===== src/rtl/bram_save_sequencer.sv =====
// Backup-RAM save sequencer: moves one save slot between backup RAM and SD in whole sectors,
// and writes a blank image into backup RAM on request.
module bram_save_sequencer #(
  parameter int unsigned SECT_LOG2 = 4,
  parameter int unsigned FMT_WORDS = 1024
) (
  input  logic        clk_sys,
  input  logic        reset_n,
  input  logic        bk_ena,
  input  logic        load_req,
  input  logic        save_req,
  input  logic        format_req,
  input  logic [1:0]  slot,
  input  logic        bram_wr,
  input  logic        sd_ack,
  output logic [31:0] sd_lba,
  output logic        sd_rd,
  output logic        sd_wr,
  output logic        busy,
  output logic        loading,
  output logic        dirty,
  output logic        fmt_active,
  output logic [9:0]  fmt_addr,
  output logic [15:0] fmt_data,
  output logic        fmt_we
);

  localparam logic [1:0] StIdle = 2'd0;
  localparam logic [1:0] StReq  = 2'd1;
  localparam logic [1:0] StAck  = 2'd2;
  localparam logic [1:0] StFmt  = 2'd3;

  localparam logic [9:0] FmtLast = 10'(FMT_WORDS - 1);

  logic [1:0]  state_q, state_d;
  logic        load_q, save_q, fmtreq_q, ack_q;
  logic        fmt_pend_q, fmt_pend_d;
  logic        is_load_q, is_load_d;
  logic [31:0] lba_q, lba_d;
  logic        rd_q, rd_d, wr_q, wr_d;
  logic        loading_q, loading_d;
  logic        dirty_q, dirty_d;
  logic        fact_q, fact_d, fwe_q, fwe_d;
  logic [9:0]  faddr_q, faddr_d;
  logic [15:0] fdata_q, fdata_d;

  logic load_edge, save_edge, fmt_edge, ack_rise, ack_fall, sect_last;

  // Header of a freshly formatted image; the rest of backup RAM is zero.
  function automatic logic [15:0] fmt_word(input logic [9:0] idx);
    case (idx)
      10'd0:   return 16'h5548;
      10'd1:   return 16'h4D42;
      10'd2:   return 16'h8800;
      10'd3:   return 16'h8010;
      default: return 16'h0000;
    endcase
  endfunction

  assign load_edge = load_req & ~load_q;
  assign save_edge = save_req & ~save_q;
  assign fmt_edge  = format_req & ~fmtreq_q;
  assign ack_rise  = sd_ack & ~ack_q;
  assign ack_fall  = ~sd_ack & ack_q;
  assign sect_last = &lba_q[SECT_LOG2-1:0];

  always_comb begin
    state_d    = state_q;
    fmt_pend_d = fmt_pend_q | fmt_edge;
    is_load_d  = is_load_q;
    lba_d      = lba_q;
    rd_d       = rd_q;
    wr_d       = wr_q;
    loading_d  = loading_q;
    dirty_d    = dirty_q;
    fact_d     = fact_q;
    fwe_d      = fwe_q;
    faddr_d    = faddr_q;
    fdata_d    = fdata_q;

    if (bram_wr && !loading_q) dirty_d = 1'b1;

    case (state_q)
      StIdle: begin
        if (fmt_pend_q || fmt_edge) begin
          state_d = StFmt;
          fact_d  = 1'b1;
          fwe_d   = 1'b1;
          faddr_d = 10'd0;
          fdata_d = fmt_word(10'd0);
        end else if (bk_ena && (load_edge || save_edge)) begin
          state_d   = StReq;
          lba_d     = 32'(slot) << SECT_LOG2;
          is_load_d = load_edge;
          rd_d      = load_edge;
          wr_d      = ~load_edge;
          loading_d = load_edge;
        end
      end
      StReq: begin
        if (ack_rise) begin
          rd_d    = 1'b0;
          wr_d    = 1'b0;
          state_d = StAck;
        end
      end
      StAck: begin
        if (ack_fall) begin
          if (sect_last) begin
            state_d   = StIdle;
            loading_d = 1'b0;
            dirty_d   = 1'b0;
          end else begin
            // Low bits are not all ones here, so the increment cannot reach the slot field.
            lba_d   = lba_q + 32'd1;
            rd_d    = is_load_q;
            wr_d    = ~is_load_q;
            state_d = StReq;
          end
        end
      end
      StFmt: begin
        if (faddr_q == FmtLast) begin
          state_d    = StIdle;
          fact_d     = 1'b0;
          fwe_d      = 1'b0;
          dirty_d    = 1'b0;
          fmt_pend_d = 1'b0;
        end else begin
          faddr_d = faddr_q + 10'd1;
          fdata_d = fmt_word(faddr_q + 10'd1);
        end
      end
      default: state_d = StIdle;
    endcase
  end

  always_ff @(posedge clk_sys) begin
    if (!reset_n) begin
      state_q    <= StIdle;
      load_q     <= 1'b0;
      save_q     <= 1'b0;
      fmtreq_q   <= 1'b0;
      ack_q      <= 1'b0;
      fmt_pend_q <= 1'b0;
      is_load_q  <= 1'b0;
      lba_q      <= 32'd0;
      rd_q       <= 1'b0;
      wr_q       <= 1'b0;
      loading_q  <= 1'b0;
      dirty_q    <= 1'b0;
      fact_q     <= 1'b0;
      fwe_q      <= 1'b0;
      faddr_q    <= 10'd0;
      fdata_q    <= 16'd0;
    end else begin
      state_q    <= state_d;
      load_q     <= load_req;
      save_q     <= save_req;
      fmtreq_q   <= format_req;
      ack_q      <= sd_ack;
      fmt_pend_q <= fmt_pend_d;
      is_load_q  <= is_load_d;
      lba_q      <= lba_d;
      rd_q       <= rd_d;
      wr_q       <= wr_d;
      loading_q  <= loading_d;
      dirty_q    <= dirty_d;
      fact_q     <= fact_d;
      fwe_q      <= fwe_d;
      faddr_q    <= faddr_d;
      fdata_q    <= fdata_d;
    end
  end

  assign sd_lba     = lba_q;
  assign sd_rd      = rd_q;
  assign sd_wr      = wr_q;
  assign busy       = (state_q != StIdle);
  assign loading    = loading_q;
  assign dirty      = dirty_q;
  assign fmt_active = fact_q;
  assign fmt_addr   = faddr_q;
  assign fmt_data   = fdata_q;
  assign fmt_we     = fwe_q;

endmodule


===== config.mk =====
export PLATFORM = sky130hd
export DESIGN_NAME = bram_save_sequencer
export DESIGN_NICKNAME = d
export VERILOG_FILES = /design/src/rtl/bram_save_sequencer.sv
export SDC_FILE = /design/constraint.sdc
export NUM_CORES = 1
export LEC_CHECK = 0
export CORE_MARGIN = 10
export CORE_UTILIZATION = 54
export DETAILED_ROUTE_END_ITERATION = 16
export MAX_ROUTING_LAYER = met4
export PLACE_DENSITY = 0.83
export SLEW_MARGIN = 20
export SYNTH_ARGS = -nofsm -noshare
export SYNTH_HDL_FRONTEND = slang
export SYNTH_SLANG_ARGS = --single-unit
export TNS_END_PERCENT = 50

===== constraint.sdc =====
create_clock -name clk_sys -period 3.9 [get_ports clk_sys]
set_input_delay 0.585 -clock clk_sys [delete_from_list [all_inputs] [get_ports clk_sys]]
set_output_delay 0.585 -clock clk_sys [all_outputs]
set_load 0.02 [all_outputs]

==> results of run 1 <==
-- worst paths after layout --
kind | end | slack [ns] | depth (start not counted)
setup / recovery | busy | 1.28 | 4
setup reg to reg | fmt_data[14] | 1.30 | 7
hold reg to reg | fmt_data[4] | 0.47 | 1
hold / removal | fmt_data[4] | 0.47 | 1
-- power groups by stage --
| stage | clock (mW) | combinational, mW | sequential, mW |
|---|---|---|---|
| CTS | 0.644 | 0.644 | 0.717 |
| global route | 0.675 | 0.698 | 0.723 |
| global placement | 0 | 0.629 | 0.728 |
| floorplan | 0 | 0.414 | 0.764 |
| detailed placement | 0 | 0.639 | 0.730 |
| finish | 0.636 | 0.641 | 0.717 |
-- through the flow --
stage          utilization, %  std cells
6_report                 72.7        519
5_1_grt                  72.7        519
4_1_cts                  72.7        519
3_5_place_dp             68.7        503
3_3_place_gp             68.7        503
2_1_floorplan               -        386
-- sequential cells by signal, summed over array words and instances (netlist names) --
name        flops
is_load_q       1
fmt_addr       10
fmt_data        6
loading         1
dirty           1
save_q          1
state_q         2
ack_q           1
load_q          1
fmtreq_q        1
sd_rd           1
sd_lba         32
sd_wr           1
fmt_pend_q      1
fmt_we          1
-- placed cells by master (no fill, tap or decap), types with 11 or more instances in the layout --
cell type / Yosys / final
clkdlybuf4s50_1: 0 / 68
nand2_1: 20 / 20
nand3_1: 11 / 11
inv_1: 18 / 18
and3_1: 12 / 12
dfxtp_1: 61 / 61
nor2_1: 36 / 36
a21oi_1: 31 / 31
ha_1: 11 / 11
o21ai_0: 14 / 13
clkbuf_8: 0 / 11
nor3_1: 11 / 11
-- cells by family after synthesis --
group	after synthesis	synth area share, %
compound gates	108	23.0
xor+xnor	6	1.65
fa+ha+maj	11	4.33
buf+inv	46	7.16
flops	61	38.4
mux	2	0.630
other cells	1	0.118
simple gates	146	24.7
-- critical path: stages (launching register included) --
cell	delay, ns
dfxtp_1	0.33
inv_1	0.13
ha_1	0.50
inv_1	0.16
clkdlybuf4s50_1	0.58
-- cell type report --
class / instances / area, sq um / share of cell area, %
timing repair buffer: 73 / 718 / 17.6
multi-input combinational: 279 / 1750 / 43.0
sequential: 61 / 1220 / 30.0
inverter: 18 / 67.6 / 1.66
clock inverter: 4 / 70.1 / 1.72
tap: 72 / 90.1 / 2.21
clock buffer: 12 / 155 / 3.81
-- layer usage --
metal | routed length (microns) | up-vias | global-route usage (%)
li1 | - | 1509 | -
met1 | 3730 | 1451 | 20.4
met2 | 3910 | 96 | 27.5
met3 | 520 | 8 | 5.25
met4 | 96 | 0 | 5.86
met5 | 0 | - | -
==> metrics.txt, run 1 <==
Yosys reg bits=approximately 60; endpoints failing hold=0; area of the die=~9400 sq um; Pint=around 1.3 mW; setup tns final=0 ns; Worst EP arrival=~2 ns; clk_skew=between 0.008 and 0.009 ns; WS Path Type=reg2out; final non-filler cell area=around 4000 sq um; DP HPWL=6060 microns; reg2reg start=state_q[0]; synth cell count leaders=dfxtp_1, nor2_1, a21oi_1, nand2_1, inv_1; Ys Warns=0; largest net degree at the start of global routing=23; ys flop type=dfxtp_1; Pre-antenna DRT Iters=4; vias in the first global route=~2800; crit-path max FO=15; NetSw=about 660 uW; dpl ws=about 1.1 ns; Hold Buf Count CTS=0; Tot GR Track Use=between 10% and 20%; Flop pwr share=approximately 36%; min cycle time layout=approximately 2.6 ns; GPL Wtd Cong=a little under 0.9; worst hold path type=reg2reg; n_diodes=0; DRC=0; max-cap violations=0; Synth top area share=between 30% and 40%; area delta synth->final=28.2%; Worst Setup SP=state_q[0]; RSZ-0062 raised after global routing=no; antenna violations before repair=0; port bufs=68; TritonCTS Buffers=9; Layout fillers=between 400 and 500; max-slew violations=0; fin crit share=roughly two thirds; routed wire length per instance=about 16 microns; Top-Level Pins=75; Seq/Total Area, Yosys=slightly below 40%; Row Count=27; outcome=completed; first-pass GRT wire length=13700 microns; Post-DP Area=~3800 sq um; Cells after Synth=between 300 and 400; dominant cell type by area after synthesis=dfxtp_1; sw frac=between 30% and 40%; 1st-iter DRT viols=138; Clk pwr share=31.9%; DR vias/cell=5.90; grt ovf=0; Post-Syn Area per Cell=approximately 8.3 sq um; clock slew at reported path FFs=~0.06 ns; PnR worst setup slack=about 1.3 ns; starting density of the core=a little under three fifths; CTS tree=yes; Total Wirelength=between 8000 and 9000 microns; Clock Latency Late Sink=0.34 ns; H-Tree Depth=3; setup bufs post-CTS=0; Critical Path End Type=primary output; post-CTS sizing=0; mapped cell area=3180 sq um; critical path data required time=approximately 3.3 ns; Worst-Margin Slew=0.754 ns; Die Height=96.7 microns; CTS Sinks=approximately 60; Antenna Nets Post-Route=0; maximum root-to-sink buffer count=2; Final Total Pwr=~2 mW; Final Setup Violations=0; fraction of registers with async set/reset=0%; Comb pwr share=32.1%; share of cells above drive strength 1=6.94%; Hold Slack=0.470 ns; Hold Crit Start=fmt_data[4]; CTS Root Cell=clkbuf_8; Peak VDD IR=a little over 0.5 mV; leakage power=1.49 nW; top post-synthesis cells by area=dfxtp_1, a21oi_1, ha_1, nor2_1, buf_4; die width=roughly 97 microns; PD cells=approximately 490 nW/um^2; Worst setup SP type=register; slew margin rel.=49.4%; most frequent cell after synthesis=dfxtp_1; Post-synth EDFFs=0; vias=slightly above 3000; Max Fclk=approximately 0.38 GHz; Distinct cells, synth=60; core area=5610 sq um; Layout Nets=approximately 460
Power figures use the tool's default switching activity.
==> inputs of run 2 (changes only) <==
- CORE_UTILIZATION: 54 -> 50
- PLACE_DENSITY: 0.83 -> 0.77
- clock period: 3.9 -> 2.5 ns (I/O delays scaled with it)
==> metrics.txt, run 2 (synthesized netlist as in run 1, its figures left out) <==
FF-to-FF setup slack=0.19 ns (was 1.30 ns); 1st-iter DRT viols=211 (was 138); Worst-Margin Slew=0.626 ns (was 0.754 ns); DP HPWL=6570 microns (was 6060 microns); WS Path Type=reg2reg (was reg2out); Clk pwr share=33.0% (was 31.9%); leakage power=1.59 nW (was 1.49 nW); Total Wirelength=8990 microns (was 8260 microns); first-pass GRT wire length=15100 microns (was 13700 microns); clock slew at reported path FFs=0.08 ns (was 0.06 ns); Row Count=28 (was 27); routed wire length per instance=16.6 microns (was 15.9 microns); core area=6060 sq um (was 5610 sq um); Antenna Nets Post-Route=0 (unchanged); Hold Slack=0.463 ns (was 0.470 ns); TritonCTS Buffers=9 (unchanged); min cycle time layout=between 2 and 2.5 ns; Worst EP arrival=2.59 ns (was 2.03 ns); DR vias/cell=5.94 (was 5.90); max-slew violations=0 (unchanged); Max Fclk=around 0.43 GHz; Layout fillers=506 (was 440); RSZ-0062 raised after global routing=no (unchanged); die width=99.7 microns (was 96.7 microns); area delta synth->final=33.3% (was 28.2%); Tot GR Track Use=18.7% (was 17.3%); Final Setup Violations=0 (unchanged); CTS tree=yes (unchanged); Clock Latency Late Sink=0.34 ns (about the same); Crit path max-delay family=simple AND/OR/NAND/NOR gates (was buffers and inverters); worst hold path type=reg2reg (unchanged); Pint=2.19 mW (was 1.34 mW); outcome=completed (unchanged); H-Tree Depth=3 (unchanged); Layout Nets=481 (was 463); Top-Level Pins=75 (unchanged); leading cell type in the layout, fill and taps excluded=clkdlybuf4s50_1 (unchanged); setup bufs post-CTS=0 (unchanged); critical path data required time=2.78 ns (was 3.31 ns); hold path depth=2 (was 1); reg2reg start=state_q[0] (unchanged); max reg flops=32 (unchanged); fin crit share=92.3%; Flop pwr share=34.0% (was 36.0%); port bufs=68 (unchanged); slew margin rel.=58.0% (was 49.4%); CP Buf/Inv Count=1 (was 3); Die Height=99.7 microns (was 96.7 microns); vias=3210 (was 3064); DRC=0 (unchanged); maximum root-to-sink buffer count=2 (unchanged); Comb pwr share=33.1% (was 32.1%); NetSw=1.09 mW (was 655 uW); Post-DP Area=3990 sq um (was 3850 sq um); setup tns final=0 ns (unchanged); max-cap violations=0 (unchanged); GPL Wtd Cong=0.892 (was 0.891); crit-path max FO=21 (was 15); vias in the first global route=3208 (was 2849); starting density of the core=52.5% (was 56.7%); slowest stage cell on the critical path=or4_1 (was clkdlybuf4s50_1); share of cells above drive strength 1=11.0% (was 6.94%); dpl ws=-0.0529 ns (was 1.07 ns); Critical Path End Type=register (was primary output); Pre-antenna DRT Iters=6 (was 4); endpoints failing hold=0 (unchanged); Worst setup SP type=register (unchanged); Hold Crit Start=sd_lba[26] (was fmt_data[4]); n_diodes=0 (unchanged); Peak VDD IR=0.555 mV (was 0.515 mV); commonest cells after routing, fill and taps aside=clkdlybuf4s50_1, dfxtp_1, nor2_1 (unchanged); PnR worst setup slack=0.192 ns (was 1.28 ns); grt ovf=0 (unchanged); register area=1220 sq um (unchanged); end of the worst hold path=sd_lba[26] (was fmt_data[4]); crit-path cells=inv_1 > ha_1 > and2b_1 > o211ai_1 > a21o_1 > or4_1 > a21oi_1 (was inv_1 > ha_1 > inv_1 > clkdlybuf4s50_1); final non-filler cell area=4240 sq um (was 4080 sq um); clk_skew=0.00848 ns (was 0.00873 ns); antenna violations before repair=0 (unchanged); Critical Path Max Stage Delay=0.57 ns (was 0.58 ns); multi-input logic area=1760 sq um (was 1750 sq um); worst-case reg-to-reg path depth=7 (unchanged); Worst R2R End=sd_lba[31] (was fmt_data[14]); CTS Sinks=61 (unchanged); PD cells=774 nW/um^2 (was 490 nW/um^2); CTS Root Cell=clkbuf_8 (unchanged); area of the die=9950 sq um (was 9360 sq um); largest net degree at the start of global routing=28 (was 23); sw frac=33.2% (was 32.9%)
[run 2: worst reg2reg max path, stage by stage, from the launching register on]
cell and delay [ns]:
dfxtp_1 0.36, inv_1 0.10, ha_1 0.29, and2b_1 0.26, o211ai_1 0.12, a21o_1 0.37
or4_1 0.57, a21oi_1 0.16
[run 2: power by group through the flow]
stage / sequential (mW) / combinational [mW] / clock [mW]
finish: 1.12 / 1.09 / 1.08
global route: 1.13 / 1.17 / 1.15
CTS: 1.11 / 1.08 / 1.10
detailed placement: 1.14 / 1.07 / 0
global placement: 1.13 / 1.05 / 0
floorplan: 1.19 / 0.645 / 0
[run 2: worst max-delay path by stage]
| stage | from | end | slack, ns | cells past startpoint |
|---|---|---|---|---|
| global route | state_q[0] | sd_lba[29] | 0.02 | 7 |
| CTS | state_q[1] | fmt_addr[5] | 0.05 | 8 |
| detailed placement | format_req | fmt_addr[5] | -0.05 | 7 |
| finish | state_q[0] | sd_lba[31] | 0.19 | 7 |
| global placement | format_req | sd_lba[29] | 0.09 | 7 |
| floorplan | fmt_addr[0] | fmt_data[1] | 0.24 | 7 |
[run 2: repair_timing]
action                     CTS  global route
hold buffers                 0             0
setup endpoints to repair    0             5
gates resized for setup      0             1
[run 2: layout make-up]
type                       instances  share of cell area, %
inverter                          18                   1.59
sequential                        61                   28.8
multi-input combinational        279                   41.5
tap                               75                   2.21
timing repair buffer              91                   20.1
clock inverter                     7                   2.86
clock buffer                       9                   2.92
[run 2: through the flow]
step           total power, mW  std cells  utilization [%]
2_1_floorplan             1.84        386                -
3_3_place_gp              2.18        524             65.8
5_1_grt                   3.44        540             69.9
4_1_cts                   3.30        540             69.9
6_report                  3.28        540             69.9
3_5_place_dp              2.21        524             65.8
[run 2: layer usage]
layer / global-route usage [%] / routed length [microns] / up-vias
li1: - / - / 1549
met1: 21.2 / 3770 / 1507
met2: 30.9 / 4400 / 141
met3: 6.09 / 707 / 13
met4: 5.07 / 112 / 0
met5: - / 0 / -
==> inputs of run 3 (changes only) <==
- CORE_ASPECT_RATIO: not set -> 2
- CORE_UTILIZATION: 50 -> 36
- PLACE_DENSITY: 0.77 -> 0.58
- SKIP_CTS_REPAIR_TIMING: not set -> 1
==> metrics.txt, run 3 (synthesized netlist as in run 1, its figures left out) <==
max-cap violations=0 (unchanged); routed wire length per instance=18.0 microns (was 16.6 microns); share of cells above drive strength 1=12.2% (was 11.0%); Antenna Nets Post-Route=0 (unchanged); antenna violations before repair=0 (unchanged); Layout Nets=486 (was 481); clk_skew=0.00599 ns (was 0.00848 ns); leading cell type in the layout, fill and taps excluded=clkdlybuf4s50_1 (unchanged); 1st-iter DRT viols=117 (was 211); Die Height=153 microns (was 99.7 microns); Final Setup Violations=0 (unchanged); DRC=0 (unchanged); Worst setup SP type=register (unchanged); crit-path max FO=22 (was 21); H-Tree Depth=3 (unchanged); crit path to=sd_lba[19] (was sd_lba[31]); commonest cells after routing, fill and taps aside=clkdlybuf4s50_1, dfxtp_1, nor2_1 (unchanged); FF-to-FF setup slack=0.16 ns (was 0.19 ns); Worst EP arrival=2.59 ns (about the same); Worst-Margin Slew=0.709 ns (was 0.626 ns); critical path data required time=2.76 ns (was 2.78 ns); reg2reg start=state_q[0] (unchanged); area delta synth->final=38.9% (was 33.3%); max-slew violations=0 (unchanged); Row Count=48 (was 28); area of the die=13200 sq um (was 9950 sq um); maximum root-to-sink buffer count=2 (unchanged); die width=86.5 microns (was 99.7 microns); Total Wirelength=10200 microns (was 8990 microns); largest net degree at the start of global routing=23 (was 28); dpl ws=-0.0422 ns (was -0.0529 ns); Post-DP Area=4070 sq um (was 3990 sq um); placed cell count=554 (was 524); multi-input logic area=1760 sq um (about the same); Top-Level Pins=75 (unchanged); DP HPWL=7990 microns (was 6570 microns); CTS tree=yes (unchanged); Worst R2R End=sd_lba[19] (was sd_lba[31]); worst-case reg-to-reg path depth=8 (was 7); Tot GR Track Use=15.9% (was 18.7%); endpoints failing hold=0 (unchanged); WS Path Type=reg2reg (unchanged); Non-Filler Instances=569 (was 540); Layout fillers=884 (was 506); min cycle time layout=2.34 ns (was 2.31 ns); Pre-antenna DRT Iters=4 (was 6); grt ovf=0 (unchanged); port bufs=68 (unchanged); core area=8650 sq um (was 6060 sq um); max reg flops=32 (unchanged); Peak VDD IR=0.582 mV (was 0.555 mV); PD cells=820 nW/um^2 (was 774 nW/um^2); worst hold path type=reg2reg (unchanged); GPL Wtd Cong=0.887 (was 0.892); RSZ-0062 raised after global routing=no (unchanged); CTS Root Cell=clkbuf_16 (was clkbuf_8); leakage power=1.66 nW (was 1.59 nW); slew margin rel.=52.3% (was 58.0%); Max Fclk=0.428 GHz (was 0.433 GHz); Clock Latency Late Sink=0.33 ns (was 0.34 ns); clock slew at reported path FFs=0.05 ns (was 0.08 ns); vias in the first global route=3283 (was 3208); fin crit share=93.5% (was 92.3%); DR vias/cell=5.62 (was 5.94); Critical Path End Type=register (unchanged); first-pass GRT wire length=16300 microns (was 15100 microns); TritonCTS Buffers=9 (unchanged); hold path depth=2 (unchanged); register area=1220 sq um (unchanged); PnR worst setup slack=0.161 ns (was 0.192 ns); final non-filler cell area=4420 sq um (was 4240 sq um); vias=3196 (was 3210); n_diodes=0 (unchanged); starting density of the core=36.8% (was 52.5%); CTS Sinks=61 (unchanged); outcome=completed (unchanged); Worst Setup SP=state_q[0] (unchanged)
## run 3: cell count changes in the layout (fill, tap and decap cells not counted), moves of 2 or more
cell,before,now
inv_6,2,0
buf_4,23,27
clkbuf_16,0,9
clkbuf_8,9,3
## run 3: stage by stage
stage	total power [mW]	setup TNS, ns	hold slack (ns)	utilization [%]
floorplan	1.84	0	0.444	-
global placement	2.24	-0.00966	0.442	47.1
detailed placement	2.26	-0.0422	0.451	47.1
CTS	3.64	0	0.457	50.9
global route	3.79	0	0.469	51.1
finish	3.62	0	0.458	51.1
## run 3: report_power, final
part / switching (mW) / internal (mW)
combinational: 0.636 / 0.490
sequential: 0.0648 / 1.05
clock: 0.434 / 0.948
## run 3: critical path, cell delays in order (launching register included)
cell and delay (ns):
dfxtp_1 0.33, inv_1 0.12, ha_1 0.27, buf_4 0.16, and2b_1 0.16, o211ai_1 0.13, a21o_2 0.35, or4_1 0.56
a21oi_1 0.17
## run 3: metal layers
layer	share of wire (%)	wire length, microns	global-route usage [%]
met5	0	0	-
met4	4.5	463	9.23
met3	4.9	501	3.62
met2	55	5660	29.4
met1	35	3600	13.8
## run 3: final cells by class
cell class / count / share of cell area, %
clock buffer: 12 / 6.04
clock inverter: 3 / 1.53
inverter: 18 / 1.53
multi-input combinational: 279 / 40.0
sequential: 61 / 27.7
tap: 100 / 2.83
timing repair buffer: 96 / 20.5
## run 3: worst min-delay path by stage
stage	slack (ns)	start	end
6_report	0.46	sd_lba[26]	sd_lba[26]
5_1_grt	0.47	sd_lba[26]	sd_lba[26]
4_1_cts	0.46	sd_lba[26]	sd_lba[26]
3_5_place_dp	0.45	sd_lba[26]	sd_lba[26]
3_3_place_gp	0.44	sd_lba[26]	sd_lba[26]
2_1_floorplan	0.44	is_load_q	is_load_q
